### config.mk
export PLATFORM = sky130hd
export DESIGN_NAME = bit_serializer
export DESIGN_NICKNAME = d
export VERILOG_FILES = /design/src/rtl/bit_serializer.sv
export SDC_FILE = /design/constraint.sdc
export NUM_CORES = 1
export LEC_CHECK = 0
export ABC_AREA = 1
export BUFFER_PORTS_ARGS = -buffer_cell sky130_fd_sc_hd__buf_2
export CAP_MARGIN = 0
export CORE_AREA = 5 5 42 44
export DETAILED_ROUTE_END_ITERATION = 16
export DIE_AREA = 0 0 47 49
export PLACE_DENSITY = 0.87
export SLEW_MARGIN = 10
export SYNTH_ARGS = -nofsm -noshare
export SYNTH_HDL_FRONTEND = slang
export SYNTH_SLANG_ARGS = --single-unit
### constraint.sdc
create_clock -name clk -period 2.2 [get_ports clk]
set_input_delay 0.11 -clock clk [delete_from_list [all_inputs] [get_ports clk]]
set_output_delay 0.11 -clock clk [all_outputs]
set_load 0.1 [all_outputs]
### src/rtl/bit_serializer.sv
// -----------------------------------------------------------------------------
// bit_serializer
//
// Parallel-to-serial front end for the sequence-detector path. WIDTH-bit words
// are accepted over a valid/ready handshake and shifted out MSB-first, one bit
// per clock, on a single serial line. Words stream back-to-back with no idle
// gap, so bit patterns that cross word boundaries stay intact.
//
// Optional feature macro: SERIALIZER_PARITY_EN
//   defined     : each word is followed by one even-parity bit (XOR of all
//                 WIDTH data bits), carried with sout_valid=1 and last=1.
//   not defined : no parity state or logic; zero-bubble streaming of WIDTH-bit
//                 words.
//
// Handshake: a word is accepted at a posedge where din_valid && din_ready.
// din_ready is decoded from registered state only; upstream holds din and
// din_valid stable until the word is accepted. din_valid while din_ready=0 is
// ignored.
//
// Parameters:
//   WIDTH       word width in bits (2..32)
//   IDLE_BIT    level driven on sout when no word is being shifted
//
// Ports:
//   clk          clock, all state updates on posedge
//   rstn         asynchronous active-low reset
//   din          parallel word, sampled on accept
//   din_valid    din holds a word
//   din_ready    block can accept a word this cycle
//   sout         serial bit (feeds the detector's serial input)
//   sout_valid   sout carries a data/parity bit rather than the idle level
//   last         current sout bit is the final bit of its word
//   busy         FSM is not in IDLE
//   dbg_state_o  raw FSM state, for observation only
// -----------------------------------------------------------------------------
module bit_serializer #(
    parameter int   WIDTH    = 8,
    parameter logic IDLE_BIT = 1'b0
) (
    input  logic             clk,
    input  logic             rstn,
    input  logic [WIDTH-1:0] din,
    input  logic             din_valid,
    output logic             din_ready,
    output logic             sout,
    output logic             sout_valid,
    output logic             last,
    output logic             busy,
    output logic [1:0]       dbg_state_o
);

    localparam int            CW       = $clog2(WIDTH);
    localparam logic [CW-1:0] CNT_LOAD = CW'(WIDTH - 1);
    localparam logic [CW-1:0] CNT_ONE  = CW'(1);

`ifdef SERIALIZER_PARITY_EN
    typedef enum logic [1:0] {
        S_IDLE   = 2'd0,
        S_SHIFT  = 2'd1,
        S_PARITY = 2'd2
    } state_e;
`else
    typedef enum logic [1:0] {
        S_IDLE   = 2'd0,
        S_SHIFT  = 2'd1
    } state_e;
`endif

    state_e           state_q, state_d;
    logic [WIDTH-1:0] shreg_q, shreg_d;
    logic [CW-1:0]    cnt_q,   cnt_d;
`ifdef SERIALIZER_PARITY_EN
    logic             par_q,   par_d;
`endif

    // State register. Reset discards any partial word immediately.
    always_ff @(posedge clk or negedge rstn) begin
        if (!rstn) begin
            state_q <= S_IDLE;
            shreg_q <= '0;
            cnt_q   <= '0;
`ifdef SERIALIZER_PARITY_EN
            par_q   <= 1'b0;
`endif
        end else begin
            state_q <= state_d;
            shreg_q <= shreg_d;
            cnt_q   <= cnt_d;
`ifdef SERIALIZER_PARITY_EN
            par_q   <= par_d;
`endif
        end
    end

    // Next-state and output decode. Outputs depend on registered state only;
    // din/din_valid influence only the *_d values.
    always_comb begin
        state_d    = state_q;
        shreg_d    = shreg_q;
        cnt_d      = cnt_q;
`ifdef SERIALIZER_PARITY_EN
        par_d      = par_q;
`endif
        din_ready  = 1'b0;
        sout       = IDLE_BIT;
        sout_valid = 1'b0;
        last       = 1'b0;

        case (state_q)
            S_IDLE: begin
                din_ready = 1'b1;
                if (din_valid) begin
                    shreg_d = din;
                    cnt_d   = CNT_LOAD;
`ifdef SERIALIZER_PARITY_EN
                    par_d   = 1'b0;
`endif
                    state_d = S_SHIFT;
                end
            end

            S_SHIFT: begin
                sout       = shreg_q[WIDTH-1];
                sout_valid = 1'b1;
                shreg_d    = shreg_q << 1;
`ifdef SERIALIZER_PARITY_EN
                // Parity accumulates over the bits as they leave, so it is
                // complete exactly when the last data bit has been sent.
                par_d = par_q ^ shreg_q[WIDTH-1];
                if (cnt_q == '0) begin
                    state_d = S_PARITY;
                end else begin
                    cnt_d = cnt_q - CNT_ONE;
                end
`else
                if (cnt_q == '0) begin
                    last      = 1'b1;
                    din_ready = 1'b1;
                    // Reload on the last bit keeps the stream gap-free.
                    if (din_valid) begin
                        shreg_d = din;
                        cnt_d   = CNT_LOAD;
                    end else begin
                        state_d = S_IDLE;
                    end
                end else begin
                    cnt_d = cnt_q - CNT_ONE;
                end
`endif
            end

`ifdef SERIALIZER_PARITY_EN
            S_PARITY: begin
                sout       = par_q;
                sout_valid = 1'b1;
                last       = 1'b1;
                din_ready  = 1'b1;
                if (din_valid) begin
                    shreg_d = din;
                    cnt_d   = CNT_LOAD;
                    par_d   = 1'b0;
                    state_d = S_SHIFT;
                end else begin
                    state_d = S_IDLE;
                end
            end
`endif

            default: begin
                state_d = S_IDLE;
            end
        endcase
    end

    assign busy        = (state_q != S_IDLE);
    assign dbg_state_o = state_q;

endmodule

* Word level (Yosys, flattened, before mapping)
Index checks and enable logic that the tools add are counted.
Storage, ports and cells: bits in registers 13, bits of input ports 11, output and inout bits 7, word-level logic and storage cells 30
Operators by class: add/subtract/negate cells 1, equality and inequality tests 4, muxes and demuxes 16, reduce and logical (&&, ||, !) cells 6
Operator list (number):
- two-way mux 8 bit | 3
- one-hot mux 8 bit (2 select lines) | 1
- two-way mux 2 bit | 3
- two-way mux 3 bit | 2
- inequality test 2 bit, second input constant | 3
- one-hot mux 3 bit (2 select lines) | 1
- two-way mux 1 bit | 4
- one-hot mux 2 bit (2 select lines) | 1
- nonzero test 2 bit | 2
- logical NOT 3 bit | 1
- AND reduction 3 bit | 1
- subtractor 3 x 1 -> 3 bit, second input constant | 1
- == test 2 x 1 -> 1 bit, second input constant | 1
- logical NOT 2 bit | 1
- one-hot mux 1 bit (2 select lines) | 1
- AND reduction 2 bit | 1

* Depth between registers and ports, before layout
Gate-level depths: netlist of the first run.
depth in word-level cells 3, gate-level depth with buffers 8, mapped depth without buffers 8

* Worst setup path before layout of the first run
No wires, ideal clock.
path type register to output, start point register state_q[0] (netlist: dbg_state_o[0]), end point output port last, arrival 2.476 ns, path slack -0.386 ns, stages on the path, launching flop included 3, path buffers 0, path through dfrtp_1 > inv_1 > nor2_1
On the way: word-level cells in the longest chain between the ends 2
Ends and longest elaborated chain:
- from (decl) | line 69 | state_e state_q, state_d;
- from (signal assigned) | line 86 | state_q <= state_d;
- == test 2 x 1 -> 1 bit | line 109 | case (state_q)
- two-way mux 1 bit | line 109
- to (decl) | line 47 | output logic last,
Every way passes these cells.

* Worst setup path after layout of the first run
start point register cnt_q[0], end point output port din_ready
On the way: word-level cells in the longest chain between the ends 3
Ends and longest elaborated chain:
- from (decl) | line 71 | logic [CW-1:0] cnt_q, cnt_d;
- from (signal assigned) | line 88 | cnt_q <= cnt_d;
- logical NOT 3 bit | line 136 | if (cnt_q == '0) begin
- two-way mux 1 bit | line 136
- one-hot mux 1 bit (2 select lines) | line 109
- to (decl) | line 44 | output logic din_ready,
Every way passes these cells.

==> flow_metrics.env, run 1 <==
export IMPL_status="complete, no violations"
export IMPL_hold_viol=0
export IMPL_max_stage_delay_ns=0.47
export IMPL_max_cap_viol_count=0
export IMPL_startpoint_type="flop"
export IMPL_wirelength_microns=1270
export IMPL_area_growth_pct=14.9
export IMPL_grt_overflow_total=0
export IMPL_crit_path_frequent_cell="nand2_2"
export IMPL_finalCriticalPeriod_ns=1.76
export IMPL_drive_above_1_share_pct=22.0
export IMPL_timing_fmax_mhz=570
export IMPL_die_h_microns=49
export IMPL_wl_per_cell_microns=10.1
export IMPL_ctsRootBufferMaster="clkbuf_4"
export IMPL_startpoint="cnt_q[0]$_DFF_PN0_"
export IMPL_crit_type="reg2out"
export IMPL_synthSimpleGateAreaFrac_pct=30.2
export IMPL_antenna_left=0
export IMPL_clkTransAtPathRegs_ns=0.07
export IMPL_rsz0062_at_grt="false"
export IMPL_synth_adder_area_share_pct=3.68
export IMPL_synth_seq_area_share_pct=44.2
export IMPL_syn_area_sq_um=679
export IMPL_placed_area_sq_um=748
export IMPL_synth_mux_area_share_pct=0
export IMPL_cts_repair_resized=0
export IMPL_syn_area_per_cell_sq_um=7.31
export IMPL_worst_ep_arrival_time_ns=1.65
export IMPL_layout_commonest_cell="nand2_1"
export IMPL_die_w_microns=47
export IMPL_cts_buffers_inserted=3
export IMPL_vias=571
export IMPL_finalCritPeriodShare_pct=79.8
export IMPL_final_nets=124
export IMPL_tns_ns=0
export IMPL_final_cell_mix="nand2_1 (25), inv_1 (22), buf_2 (16)"
export IMPL_clkSinkCount=12
export IMPL_vias_per_cell=4.57
export IMPL_path_cells="inv_1 -> ha_1 -> nand2_2 -> nand2_2 -> buf_2"
export IMPL_synth_xor_area_share_pct=1.29
export IMPL_cts_buffer_depth=2
export IMPL_synth_nets=106
export IMPL_floorplan_core_area_sq_um=1400
export IMPL_syn_inst=93
export IMPL_synth_top_family_by_area="simple AND/OR/NAND/NOR gates"
export IMPL_holdCritStartpoint="din[0]"
export IMPL_htreeDepth=1
export IMPL_insertion_delay_ns=0.27
export IMPL_hpwl_microns=974
export IMPL_required_ns=2.09
export IMPL_dieArea_sq_um=2300
export IMPL_drt_iter0_markers=11
export IMPL_yosysWarnings=0
export IMPL_ir_drop_uv=734
export IMPL_p_leak_nw=0.488
export IMPL_globalplace_congestion=0.771
export IMPL_io_pins=18
export IMPL_drtPass1Iterations=4
export IMPL_cp_end_kind="output port"
export IMPL_p_per_area_nw_per_um2=1530
export IMPL_maxSlewViolCount=0
export IMPL_placementRows=14
export IMPL_grt_pass1_vias=558
export IMPL_antenna_cells=0
export IMPL_grt_pass1_wl_microns=2280
export IMPL_fin_skew_ns=0.00161
export IMPL_initial_core_util_pct=48.5
export IMPL_grt_max_degree=13
export IMPL_antenna_found_initial=0
export IMPL_yosys_cell_types_count=13
export IMPL_final_area_sq_um=781
export IMPL_drc=0
export IMPL_synth_seq_cells=12
export IMPL_r2r_start="cnt_q[0]$_DFF_PN0_"
export IMPL_synth_compound_area_share_pct=2.95
export IMPL_crit_fanout=12
export IMPL_hold_class="in2reg"
export IMPL_crit_slowest_cell="buf_2"
export IMPL_setup_viol=0
export IMPL_grt_total_usage_pct=14.0
export IMPL_portBuffers=16
export IMPL_cts_tree="built"
==> stage by stage <==
step | hold WS, ns | total power, mW | worst slack, ns | util (%) | std cells
4_1_cts | 0.0891 | 1.20 | 0.452 | 55.7 | 125
3_3_place_gp | -0.00532 | 1.04 | 0.807 | 53.4 | 121
6_report | 0.0896 | 1.19 | 0.445 | 55.7 | 125
2_1_floorplan | -0.186 | 0.981 | 0.0442 | - | 93
3_5_place_dp | 0.000361 | 1.06 | 0.760 | 53.4 | 121
5_1_grt | 0.155 | 1.30 | 0.362 | 55.7 | 125
==> logic make-up after synthesis <==
group | after synthesis
simple gates | 47
fa+ha+maj | 2
flops | 12
xor+xnor | 1
other cells | 1
compound gates | 4
buf+inv | 26
==> synthesized netlist by cell type <==
master	n	area (sq um)
a21oi_1	2	10.0
buf_4	3	22.5
buf_6	1	11.3
conb_1	1	3.75
dfrtp_1	12	300
ha_1	2	25.0
inv_1	22	82.6
nand2_1	25	93.8
nand2_2	4	25.0
nand3_1	15	75.1
nor2_1	3	11.3
o21ai_0	2	10.0
xnor2_1	1	8.76
==> routing by layer <==
layer | track usage (%) | part of all wire (%) | up-vias
li1 | - | - | 304
met1 | 17.1 | 40 | 248
met2 | 20.8 | 50 | 14
met3 | 2.21 | 5.5 | 5
met4 | 11.1 | 3.8 | 0
met5 | 0 | 0 | -
==> registers in the layout (all words and copies together), names as in the netlist <==
register / flops
shreg_q: 8
cnt_q: 3
dbg_state_o: 1
==> area by class of cell <==
| class | instances | area [sq um] |
|---|---|---|
| Tap cell | 16 | 20.0 |
| Multi-Input combinational cell | 55 | 265 |
| Inverter | 22 | 82.6 |
| Clock buffer | 3 | 22.5 |
| Sequential cell | 12 | 300 |
| Fill cell | 123 | 621 |
| Timing Repair Buffer | 17 | 90.1 |
==> worst paths after layout <==
check,endpoint,slack (ns),cells after the start
min,shreg_q[0]$_DFFE_PN0P_,0.09,3
min reg2reg,shreg_q[7]$_DFFE_PN0P_,0.48,2
max,din_ready,0.44,5
min in group asynchronous,shreg_q[6]$_DFFE_PN0P_,0.23,2
max in group asynchronous,shreg_q[1]$_DFFE_PN0P_,1.76,2
max reg2reg,shreg_q[1]$_DFFE_PN0P_,0.80,8
==> power by group <==
part	total [mW]	leakage [nW]	internal (mW)	switching (mW)
Sequential	0.369	0.147	0.316	0.0535
Clock	0.135	0.0138	0.0635	0.0718
Combinational	0.690	0.327	0.158	0.532
Total	1.19	0.488	0.537	0.657
==> critical path, delay by kind of cell, from the launching register on <==
family / cells / cell delay, ns
fa+ha+maj: 1 / 0.18
buf+inv: 2 / 0.58
flops: 1 / 0.37
simple gates: 2 / 0.24
==> repair_timing <==
| action | CTS | global route |
|---|---|---|
| endpoints found under the hold margin | 12 | 0 |
| buffers inserted | 0 | 0 |
| hold buffers | 1 | 0 |
(Power assumes the default switching activity.)
==> run 2: changes to the inputs <==
--- a/config.mk
+++ b/config.mk
@@ -8,10 +8,10 @@
 export ABC_AREA = 1
 export BUFFER_PORTS_ARGS = -buffer_cell sky130_fd_sc_hd__buf_2
 export CAP_MARGIN = 0
-export CORE_AREA = 5 5 42 44
+export CORE_MARGIN = 5
+export CORE_UTILIZATION = 49
 export DETAILED_ROUTE_END_ITERATION = 16
-export DIE_AREA = 0 0 47 49
-export PLACE_DENSITY = 0.87
+export PLACE_DENSITY = 0.84
 export SLEW_MARGIN = 10
 export SYNTH_ARGS = -nofsm -noshare
 export SYNTH_HDL_FRONTEND = slang
==> constraint.sdc (replaced) <==
create_clock -name clk -period 1.7 [get_ports clk]
set_input_delay 0.085 -clock clk [delete_from_list [all_inputs] [get_ports clk]]
set_output_delay 0.085 -clock clk [all_outputs]
set_load 0.1 [all_outputs]
==> flow_metrics.env, run 2 (synthesis gave the netlist of run 1 again) <==
export IMPL_grt_pass1_wl_microns=2100
export IMPL_placementRows=13
export IMPL_grt_total_usage_pct=14.1
export IMPL_cts_buffers_inserted=3
export IMPL_insertion_delay_ns=0.28
export IMPL_p_leak_nw=0.492
export IMPL_tns_ns=0
export IMPL_wl_met3_microns=69
export IMPL_layout_commonest_cell="nand2_1"
export IMPL_drc=0
export IMPL_crit_fanout=4
export IMPL_met2WireLength_microns=560
export IMPL_drive_above_1_share_pct=22.7
export IMPL_htreeDepth=1
export IMPL_largest_register_ffs=8
export IMPL_initial_core_util_pct=52.2
export IMPL_rsz0062_at_grt="false"
export IMPL_top_layer="met4"
export IMPL_hold_class="in2reg"
export IMPL_cts_setup_buffers=0
export IMPL_dieArea_sq_um=2230
export IMPL_cts_buffer_depth=2
export IMPL_worst_ep_arrival_time_ns=1.50
export IMPL_finalCritPeriodShare_pct=93.2
export IMPL_grt_max_degree=13
export IMPL_wirelength_microns=1270
export IMPL_final_nets=124
export IMPL_globalplace_congestion=0.847
export IMPL_worstHoldPathCells=3
export IMPL_placed_area_sq_um=768
export IMPL_grt_overflow_total=0
export IMPL_hold_buffers=1
export IMPL_required_ns=1.62
export IMPL_crit_type="reg2out"
export IMPL_status="complete, no violations"
export IMPL_setup_viol=0
export IMPL_max_cap_viol_count=0
export IMPL_final_util_pct=61.8
export IMPL_final_area_sq_um=805
export IMPL_area_growth_pct=18.4
export IMPL_io_pins=18
export IMPL_cts_repair_resized=0
export IMPL_floorplan_core_area_sq_um=1300
export IMPL_portBuffers=16
export IMPL_drt_iter0_markers=11
export IMPL_clkTransAtPathRegs_ns=0.08
export IMPL_die_w_microns=47.2
export IMPL_cts_tree="built"
export IMPL_ir_drop_uv=811
export IMPL_cp_end_kind="output port"
export IMPL_startpoint_type="flop"
export IMPL_antenna_left=0
export IMPL_max_flop_register="shreg_q"
export IMPL_grt_pass1_vias=503
export IMPL_die_h_microns=47.2
export IMPL_maxSlewViolCount=0
export IMPL_drtPass1Iterations=4
export IMPL_vias=562
export IMPL_vias_per_cell=4.50
export IMPL_r2r_cells=8
export IMPL_antenna_found_initial=0
export IMPL_p_per_area_nw_per_um2=2000
export IMPL_finalCriticalPeriod_ns=1.59
export IMPL_fin_skew_ns=0.00714
export IMPL_timing_fmax_mhz=631
export IMPL_wl_per_cell_microns=10.1
export IMPL_final_cell_mix="nand2_1 (25), inv_1 (22), nand3_1 (15), buf_2 (15), dfrtp_1 (11)"
export IMPL_antenna_cells=0
export IMPL_total_power_mw=1.61
export IMPL_hpwl_microns=942
export IMPL_hold_viol=0
export IMPL_ctsRootBufferMaster="clkbuf_4"
export IMPL_clkSinkCount=12
export IMPL_wl_met1_microns=599
## run 2: final cells by class
type | instances | area [sq um]
Tap cell | 15 | 18.8
Clock buffer | 4 | 26.3
Sequential cell | 12 | 302
Inverter | 22 | 82.6
Timing Repair Buffer | 17 | 105
Fill cell | 126 | 497
Multi-Input combinational cell | 55 | 270
## run 2: worst max-delay path, stage by stage, from the launching register on
cell     delay, ns
dfrtp_1       0.37
inv_1         0.11
ha_1          0.18
nand2_2       0.08
nor2_4        0.07
buf_2         0.42
## run 2: per-layer routing
layer	track usage, %	vias up
li1	-	308
met1	19.3	236
met2	19.0	13
met3	3.45	5
met4	9.94	0
met5	0	-
## run 2: final timing paths
| check | startpoint | to | slack (ns) |
|---|---|---|---|
| max | cnt_q[0]$_DFF_PN0_ | last | 0.11 |
| min | din[0] | shreg_q[0]$_DFFE_PN0P_ | 0.07 |
| max reg2reg | cnt_q[0]$_DFF_PN0_ | shreg_q[2]$_DFFE_PN0P_ | 0.23 |
| min reg2reg | shreg_q[2]$_DFFE_PN0P_ | shreg_q[2]$_DFFE_PN0P_ | 0.49 |
| max in group asynchronous | rstn | dbg_state_o[0]$_DFFE_PN0P_ | 1.26 |
| min in group asynchronous | rstn | cnt_q[0]$_DFF_PN0_ | 0.21 |
## run 2: power breakdown
group | internal (mW) | leakage, nW | switching [mW] | total [mW]
clock | 0.0911 | 0.0150 | 0.0948 | 0.186
sequential | 0.410 | 0.146 | 0.0699 | 0.480
combinational | 0.242 | 0.331 | 0.705 | 0.947
## run 2: stage by stage
stage	std cells	hold WS (ns)	worst slack (ns)
after floorplan	93	-0.211	0.188
after detailed placement	120	-0.0290	0.281
after CTS	125	0.0736	0.112
final	125	0.0673	0.115
after global routing	125	0.105	0.0345
after global placement	120	-0.0301	0.360
